### config.mk
export PLATFORM = sky130hd
export DESIGN_NAME = pll_reconfig_ctrl
export DESIGN_NICKNAME = d
export VERILOG_FILES = /design/src/rtl/pll_ctrl_pkg.sv /design/src/rtl/pll_lock_filter.sv /design/src/rtl/pll_reconfig_ctrl.sv
export SDC_FILE = /design/constraint.sdc
export NUM_CORES = 1
export LEC_CHECK = 0
export ABC_AREA = 1
export CORE_UTILIZATION = 45
export DETAILED_ROUTE_END_ITERATION = 12
export PLACE_DENSITY = 0.77
export SLEW_MARGIN = 20
export SYNTH_ARGS = -nofsm -noshare
export SYNTH_HDL_FRONTEND = slang
export SYNTH_SLANG_ARGS = --single-unit
### constraint.sdc
create_clock -name CLK -period 1.8 [get_ports CLK]
set_input_delay 0.54 -clock CLK [delete_from_list [all_inputs] [get_ports CLK]]
set_output_delay 0.54 -clock CLK [all_outputs]
set_load 0.02 [all_outputs]
### src/rtl/pll_ctrl_pkg.sv
// Shared state encoding, divider bundle and constants for the PLL reconfiguration sequencer.
// Types only: no logic, no latency, no flow control.
package pll_ctrl_pkg;

    localparam int         DIV_W    = 6;
    localparam logic [4:0] GATE_ALL = 5'h1F;

    typedef enum logic [2:0] {
        ST_PWD,
        ST_RST_PLL,
        ST_WAIT_LOCK,
        ST_LOCKED,
        ST_FAIL
    } pll_state_t;

    typedef struct packed {
        logic [DIV_W-1:0] idiv;
        logic [DIV_W-1:0] fdiv;
        logic [DIV_W-1:0] odiv;
        logic [DIV_W-1:0] o2div;
        logic [DIV_W-1:0] o3div;
        logic [DIV_W-1:0] o4div;
    } div_cfg_t;

    function automatic int max3(input int a, input int b, input int c);
        int m;
        m = (a > b) ? a : b;
        return (m > c) ? m : c;
    endfunction

    // Counters only ever hold max_val-1, so $clog2(max_val) bits suffice.
    function automatic int cnt_width(input int max_val);
        return (max_val > 1) ? $clog2(max_val) : 1;
    endfunction

    function automatic logic cfg_valid(input div_cfg_t c);
        return (c.idiv != '0) && (c.fdiv != '0) && (c.odiv != '0) &&
               (c.o2div != '0) && (c.o3div != '0) && (c.o4div != '0);
    endfunction

endpackage

### src/rtl/pll_lock_filter.sv
// Two-flop LOCK synchronizer plus consecutive-high counter; lock_stable is combinational on the counter.
// Latency: raw LOCK reaches lock_loss after 2 cycles; no backpressure.
module pll_lock_filter
    import pll_ctrl_pkg::*;
#(
    parameter int LOCK_STABLE = 256
) (
    input  logic clk,
    input  logic rst,
    input  logic lock_raw,
    input  logic count_en,
    output logic lock_stable,
    output logic lock_loss
);

    localparam int            SW          = cnt_width(LOCK_STABLE);
    localparam logic [SW-1:0] STABLE_LAST = SW'(LOCK_STABLE - 1);

    logic          sync_meta;
    logic          sync_q;
    logic [SW-1:0] stable_cnt;

    always_ff @(posedge clk) begin
        if (rst) begin
            sync_meta  <= 1'b0;
            sync_q     <= 1'b0;
            stable_cnt <= '0;
        end else begin
            sync_meta <= lock_raw;
            sync_q    <= sync_meta;
            if (!count_en || !sync_q) begin
                stable_cnt <= '0;
            end else if (stable_cnt != STABLE_LAST) begin
                stable_cnt <= stable_cnt + SW'(1);
            end
        end
    end

    // The cycle that sees the LOCK_STABLE-th consecutive high sample declares lock.
    assign lock_stable = sync_q && (stable_cnt == STABLE_LAST);
    assign lock_loss   = !sync_q;

endmodule

### src/rtl/pll_reconfig_ctrl.sv
// PLL sequencer: PWD -> RST_PLL -> WAIT_LOCK with retry/FAIL and automatic relock after lock loss.
// Outputs registered from next state (1 cycle); REQ_READY only in LOCKED/FAIL, else requests stall.
module pll_reconfig_ctrl
    import pll_ctrl_pkg::*;
#(
    parameter int DEF_IDIV     = 1,
    parameter int DEF_FDIV     = 1,
    parameter int DEF_ODIV     = 2,
    parameter int DEF_O2DIV    = 2,
    parameter int DEF_O3DIV    = 2,
    parameter int DEF_O4DIV    = 2,
    parameter int PWD_CYCLES   = 16,
    parameter int RST_CYCLES   = 32,
    parameter int LOCK_STABLE  = 256,
    parameter int LOCK_TIMEOUT = 65535,
    parameter int MAX_RETRY    = 3
) (
    input  logic             CLK,
    input  logic             RST,
    input  logic             REQ_VALID,
    output logic             REQ_READY,
    input  logic [DIV_W-1:0] REQ_IDIV,
    input  logic [DIV_W-1:0] REQ_FDIV,
    input  logic [DIV_W-1:0] REQ_ODIV,
    input  logic [DIV_W-1:0] REQ_O2DIV,
    input  logic [DIV_W-1:0] REQ_O3DIV,
    input  logic [DIV_W-1:0] REQ_O4DIV,
    output logic             REQ_ERR,
    input  logic             PLL_LOCK,
    output logic             PLL_PWD,
    output logic             PLL_RST,
    output logic             RESET_IDIV,
    output logic             RESET_ODIV,
    output logic [DIV_W-1:0] DYN_IDIV,
    output logic [DIV_W-1:0] DYN_FDIV,
    output logic [DIV_W-1:0] CIM_DYNODIV,
    output logic [DIV_W-1:0] CIM_DYNO2DIV,
    output logic [DIV_W-1:0] CIM_DYNO3DIV,
    output logic [DIV_W-1:0] CIM_DYNO4DIV,
    output logic [4:0]       GATEO,
    output logic             LOCKED,
    output logic             FAIL,
    output logic [1:0]       RETRY_CNT,
    output logic [7:0]       LOSS_CNT
);

    localparam int            CW        = cnt_width(max3(PWD_CYCLES, RST_CYCLES, LOCK_TIMEOUT));
    localparam logic [CW-1:0] PWD_LAST  = CW'(PWD_CYCLES - 1);
    localparam logic [CW-1:0] RST_LAST  = CW'(RST_CYCLES - 1);
    localparam logic [CW-1:0] TO_LAST   = CW'(LOCK_TIMEOUT - 1);
    localparam logic [1:0]    RETRY_MAX = 2'(MAX_RETRY);
    localparam div_cfg_t      DEF_CFG   = '{
        idiv:  DIV_W'(DEF_IDIV),  fdiv:  DIV_W'(DEF_FDIV),
        odiv:  DIV_W'(DEF_ODIV),  o2div: DIV_W'(DEF_O2DIV),
        o3div: DIV_W'(DEF_O3DIV), o4div: DIV_W'(DEF_O4DIV)
    };

    pll_state_t    state_q, state_nxt;
    logic [CW-1:0] cnt_q, cnt_nxt;
    logic [1:0]    retry_nxt;
    div_cfg_t      div_q;
    div_cfg_t      req_cfg;
    logic          accept;
    logic          reject;
    logic          loss_inc;
    logic          lock_stable;
    logic          lock_loss;

    assign req_cfg = {REQ_IDIV, REQ_FDIV, REQ_ODIV, REQ_O2DIV, REQ_O3DIV, REQ_O4DIV};

    pll_lock_filter #(
        .LOCK_STABLE (LOCK_STABLE)
    ) u_lock_filter (
        .clk         (CLK),
        .rst         (RST),
        .lock_raw    (PLL_LOCK),
        .count_en    (state_q == ST_WAIT_LOCK),
        .lock_stable (lock_stable),
        .lock_loss   (lock_loss)
    );

    always_comb begin
        accept    = REQ_VALID && REQ_READY && cfg_valid(req_cfg);
        reject    = REQ_VALID && REQ_READY && !cfg_valid(req_cfg);
        state_nxt = state_q;
        cnt_nxt   = cnt_q;
        retry_nxt = RETRY_CNT;
        loss_inc  = 1'b0;

        case (state_q)
            ST_PWD: begin
                if (cnt_q == PWD_LAST) begin
                    state_nxt = ST_RST_PLL;
                    cnt_nxt   = '0;
                end else begin
                    cnt_nxt = cnt_q + CW'(1);
                end
            end
            ST_RST_PLL: begin
                if (cnt_q == RST_LAST) begin
                    state_nxt = ST_WAIT_LOCK;
                    cnt_nxt   = '0;
                end else begin
                    cnt_nxt = cnt_q + CW'(1);
                end
            end
            ST_WAIT_LOCK: begin
                // A lock that completes on the timeout cycle still counts as locked.
                if (lock_stable) begin
                    state_nxt = ST_LOCKED;
                    cnt_nxt   = '0;
                end else if (cnt_q == TO_LAST) begin
                    cnt_nxt = '0;
                    if (RETRY_CNT < RETRY_MAX) begin
                        retry_nxt = RETRY_CNT + 2'd1;
                        state_nxt = ST_RST_PLL;
                    end else begin
                        state_nxt = ST_FAIL;
                    end
                end else begin
                    cnt_nxt = cnt_q + CW'(1);
                end
            end
            ST_LOCKED: begin
                if (lock_loss) begin
                    loss_inc  = 1'b1;
                    state_nxt = ST_RST_PLL;
                    cnt_nxt   = '0;
                    retry_nxt = 2'd0;
                end
            end
            ST_FAIL: begin
                state_nxt = ST_FAIL;
            end
            default: begin
                state_nxt = ST_RST_PLL;
                cnt_nxt   = '0;
            end
        endcase

        // A new request overrides a simultaneous lock loss; the loss is still counted.
        if (accept) begin
            state_nxt = ST_PWD;
            cnt_nxt   = '0;
            retry_nxt = 2'd0;
        end
    end

    always_ff @(posedge CLK) begin
        if (RST) begin
            state_q   <= ST_RST_PLL;
            cnt_q     <= '0;
            RETRY_CNT <= 2'd0;
            LOSS_CNT  <= 8'd0;
            div_q     <= DEF_CFG;
            REQ_READY <= 1'b0;
            REQ_ERR   <= 1'b0;
            PLL_PWD   <= 1'b0;
            PLL_RST   <= 1'b1;
            GATEO     <= GATE_ALL;
            LOCKED    <= 1'b0;
            FAIL      <= 1'b0;
        end else begin
            state_q   <= state_nxt;
            cnt_q     <= cnt_nxt;
            RETRY_CNT <= retry_nxt;
            if (loss_inc && (LOSS_CNT != 8'hFF)) begin
                LOSS_CNT <= LOSS_CNT + 8'd1;
            end
            if (accept) begin
                div_q <= req_cfg;
            end
            REQ_ERR   <= reject;
            REQ_READY <= (state_nxt == ST_LOCKED) || (state_nxt == ST_FAIL);
            PLL_PWD   <= (state_nxt == ST_PWD);
            PLL_RST   <= (state_nxt == ST_RST_PLL) || (state_nxt == ST_FAIL);
            GATEO     <= (state_nxt == ST_LOCKED) ? 5'h00 : GATE_ALL;
            LOCKED    <= (state_nxt == ST_LOCKED);
            FAIL      <= (state_nxt == ST_FAIL);
        end
    end

    assign RESET_IDIV   = PLL_RST;
    assign RESET_ODIV   = PLL_RST;
    assign DYN_IDIV     = div_q.idiv;
    assign DYN_FDIV     = div_q.fdiv;
    assign CIM_DYNODIV  = div_q.odiv;
    assign CIM_DYNO2DIV = div_q.o2div;
    assign CIM_DYNO3DIV = div_q.o3div;
    assign CIM_DYNO4DIV = div_q.o4div;

endmodule

# Word level (Yosys, flattened, before mapping)
# Cells that the tools add are included.
# op_classes
magnitude_cmp	1
mux	22
n_addsub	4
bitwise	1
eq_ne	17
reduce_logical	29
# ops
cell	count
2-to-1 mux 16 bit	5
one-hot mux 16 bit (5 select lines)	1
nonzero test 6 bit	6
2-to-1 mux 3 bit	7
adder 16 x 1 -> 16 bit, second input constant	1
adder 8 x 1 -> 8 bit, second input constant	2
equality test 16 bit, second input constant	1
equality test 16 x 4 -> 1 bit, second input constant	1
equality test 16 x 5 -> 1 bit, second input constant	1
!= test 8 bit, second input constant	2
one-hot mux 3 bit (5 select lines)	1
logical AND 1 bit	10
equality test 3 x 2 -> 1 bit, second input constant	3
equality test 8 bit, second input constant	1
2-to-1 mux 2 bit	4
!= test 2 bit, second input constant	4
equality test 3 x 1 -> 1 bit, second input constant	2
equality test 3 bit, second input constant	2
logical NOT 3 bit	2
2-to-1 mux 5 bit	1
AND reduction 5 bit	1
one-hot mux 2 bit (2 select lines)	1
OR reduction 2 bit	2
logical NOT 1 bit	3
other kinds (7)	10
# totals
wordCells	94
reg_bits	86

# Depth between registers and ports, before layout
# depth
word_depth	10
depth_mapped	12

# Modules after synthesis
# A second synthesis with hierarchy kept.
# unflattened
cells_unflattened	573
hier_area_um2	3897.5
# by_module_without_submodules
mod	instances	area_each_um2	cells_per_inst
pll_reconfig_ctrl	1	3403.3	500
pll_lock_filter	1	494.2	73

# Worst setup path before layout
# No wires, ideal clock.
# synth_path
path_type	reg-to-reg
from	register LOSS_CNT[0]
to	register LOSS_CNT[7]
slack_ns	0.254
path_buffers	0
path_stages_with_launch	11
t_required_ns	1.685
arrival_time_ns	1.431
setup_time_ns	0.115
period_less_slack_ns	1.546
cell_sequence	dfxtp_1 ha_1 nand3_1 nor2_1 nand2_1 nand2_2 clkinv_2 nand4_4 nor2_2 nor2_1 nor2_1
# synth_via
elab_chain_len	2
word_cells_on_any_way	3
cone_classes	1 x add/sub; 1 x eq/ne; 1 x reduce/logical
# synth_lines
item	line_no	text
from (decl)	pll_reconfig_ctrl.sv:44	output logic [7:0] LOSS_CNT
from (signal assigned)	pll_reconfig_ctrl.sv:168	LOSS_CNT <= LOSS_CNT + 8'd1;
branches (longest 2 deep; another with adder 8 x 1 -> 8 bit)	-	
# Several ways; the timed one is not identified.
# A chain may end at the register's enable or synchronous reset.

# Worst setup path after layout
# layout_path
from	input REQ_O4DIV[4]
to	register div_q, in the netlist CIM_DYNO3DIV[4]
# layout_via
elab_chain_len	3
# layout_lines
item	line_no	text
from (decl)	pll_reconfig_ctrl.sv:27	input logic [DIV_W-1:0] REQ_O4DIV,
nonzero test 6 bit	pll_ctrl_pkg.sv:38	(c.o2div != '0) && (c.o3div != '0) && (c.o4div != '0);
logical AND 1 bit	pll_ctrl_pkg.sv:38	
logical AND 1 bit	pll_reconfig_ctrl.sv:83	accept = REQ_VALID && REQ_READY && cfg_valid(req_cfg);
to (signal assigned)	pll_reconfig_ctrl.sv:171	div_q <= req_cfg;
to (decl)	pll_reconfig_ctrl.sv:61	div_cfg_t div_q;
# Every way passes these cells.

==> out/qor.csv <==
metric;value;unit
Routed WL per cell;13.1;um
most common cell after layout, fill and taps aside;nand2_1;
P per Cell Area;600;nW/um^2
Peak Freq;0.566;GHz
total chip power;0.00324;W
Least-Margin Pin Slew;0.541;ns
placed inst area;5140;um^2
pin count of the biggest net entering global routing;25;
final period utilization;98.1;%
Residual DRC;0;
Crit path max-delay family;buffers and inverters;
relative max-transition margin;63.6;%
Syn Area/Cell;7.21;um^2
Die Y-Extent;95.5;um
syn_nets;591;
TritonCTS clock tree;built;
# rows;33;
gpl congestion;0.868;
Worst EP required;2.09;ns
Port Buffers;98;
vias per inst;5.06;
antenna-violating nets left;0;
sequential-to-total area share from yosys stat;41.7;%
Critical Path, Cell by Cell;clkdlybuf4s50_1 -> nor2_1 -> nand3_1 -> nand2_2 -> nor2_4 -> nand4_4 -> clkinv_4 -> buf_12 -> nand2_1 -> a21oi_1;
dpl cells;756;
Fin. Hold Viols;0;
leakage;2.50;nW
# IOs;99;
die width;95.5;um
Nets;709;
Sink Count;82;
Starting Density;47.2;%
via count;3920;
share of cells above drive strength 1;16.6;%
first-pass GRT wire length;16700;um
vias in the first global route;3829;
peak supply drop;0.469;mV
Clock Path Buffers;2;
Final Max Slew Viols;0;
clk_skew;0.00995;ns
Final min period;1.77;ns
Clk Latency, worst-skew pair;0.36;ns
Cells after Synth;546;
H-Tree Depth;3;
DP HPWL;7610;um
distinct cell type count after synthesis;35;
DR iter-0 viols;131;
Post-CTS Hold Buffers;0;
DRT Pass-1 Iters;5;
Core Area;8340;um^2
fin cells;775;
Worst path slowest cell;clkdlybuf4s50_1;
Final Cell Area;5390;um^2
CP arrival;2.05;ns
worst min path class;flop to flop;
initial antenna violation count;2;
setup violators final;0;
status;finished clean;
clock slew at reported path FFs;0.09;ns
Yosys warning count;0;
Finished Core Util;64.7;%
final global-route overflow total;0;
crit path kind;input port to flop;
Routed WL;10200;um
Worst Path Buf+Inv;3;
Layout area overhead;37.0;%
WHS;0.396;ns
netlist area before placement;3940;um^2
most frequent cells in the layout;144 x nand2_1, 82 x dfxtp_1, 61 x nor2_1;
CTS Buf Count;9;
R2R setup slack;0.17;ns
Seq cells post-synth;82;
total global-route track usage;23.6;%
crit path max fanout;12;
MaxCap Viol Count;0;
Clock Root Buffer;clkbuf_8;
crit end category;flop;
crit path launch type;input port;
Die Area;9130;um^2
max incr delay on CP;0.48;ns
synth_stat cells (all sizes together):
cell type | number | area share [%]
dfxtp | 82 | 42
nand2 | 159 | 16
clkbuf | 6 | 0.57
o21a | 1 | 0.19
nand4 | 15 | 3.3
inv | 48 | 4.6
nor2 | 86 | 10
or2 | 2 | 0.32
xor2 | 9 | 2.0
nand3 | 40 | 5.5
a311oi | 1 | 0.22
clkinv | 2 | 0.25
a31oi | 3 | 0.48
o21ai | 12 | 1.5
nor3 | 10 | 1.5
ha | 5 | 1.6
o22ai | 1 | 0.16
nor4 | 2 | 0.32
buf | 13 | 2.7
o211ai | 1 | 0.19
a21oi | 48 | 6.2
cell type report:
cell class / instances / area (um^2)
inverter: 50 / 196
clock buffer: 10 / 138
fill: 745 / 2950
clock inverter: 5 / 31.3
antenna: 2 / 5.00
tap: 105 / 131
multi-input combinational: 395 / 2030
sequential: 82 / 1640
timing repair buffer: 126 / 1220
worst min-delay path, delay by kind of cell, from the launching register on:
kind,cells,cell delay (ns)
flops,1,0.30
buf+inv,1,0.04
simple gates,1,0.03
power breakdown:
part	total [W]	switching, W	internal, W
combinational	0.000200	0.0000872	0.000113
clock	0.00121	0.000683	0.000526
sequential	0.00183	0.00000660	0.00182
total	0.00324	0.000777	0.00246
routing by layer:
| layer | GRT usage [%] | wire length, um | vias up |
|---|---|---|---|
| met1 | 26.1 | 4180 | 1791 |
| met3 | 8.05 | 884 | 16 |
| met2 | 40.5 | 4920 | 123 |
| li1 | - | - | 1990 |
| met5 | 0 | 0 | - |
| met4 | 10.8 | 196 | 0 |
state kept, by name, indices dropped and copies added (netlist names):
name,count
FAIL,1
state_q,3
CIM_DYNODIV,6
CIM_DYNO4DIV,6
RETRY_CNT,2
u_lock_filter.sync_q,1
u_lock_filter.stable_cnt,8
PLL_RST,1
u_lock_filter.sync_meta,1
CIM_DYNO3DIV,6
LOCKED,1
cnt_q,16
GATEO,1
DYN_FDIV,6
REQ_READY,1
PLL_PWD,1
LOSS_CNT,8
DYN_IDIV,6
REQ_ERR,1
CIM_DYNO2DIV,6
repair_timing:
action / CTS / global route
pin swaps: 1 / 10
resized for setup: 62 / 39
endpoints found under the setup margin: 83 / 54
buffers inserted: 0 / 1
cloned: 0 / 1
stage by stage:
step	setup slack (ns)	setup TNS [ns]
6_report	0.0345	0
4_1_cts	0.0104	0
3_5_place_dp	-0.441	-22.44
3_3_place_gp	-0.355	-19.52
5_1_grt	-0.0363	-0.0461
2_1_floorplan	0.254	0
final timing paths:
kind                           start                   end  cells past startpoint
min reg2reg  u_lock_filter.sync_meta  u_lock_filter.sync_q                      2
max                     REQ_O4DIV[4]       CIM_DYNO3DIV[4]                     10
min          u_lock_filter.sync_meta  u_lock_filter.sync_q                      2
max reg2reg                 cnt_q[0]              cnt_q[5]                      8
cell families after synthesis:
kind of cell | Yosys count | share of synthesized area (%)
AO/OA/AOI/OAI | 67 | 8.96
XOR/XNOR | 9 | 2.00
adder cells (fa/ha/maj) | 5 | 1.59
buffers and inverters | 69 | 8.14
flip-flops | 82 | 41.7
AND/OR/NAND/NOR | 314 | 37.6
Power figures use the tool's default switching activity.
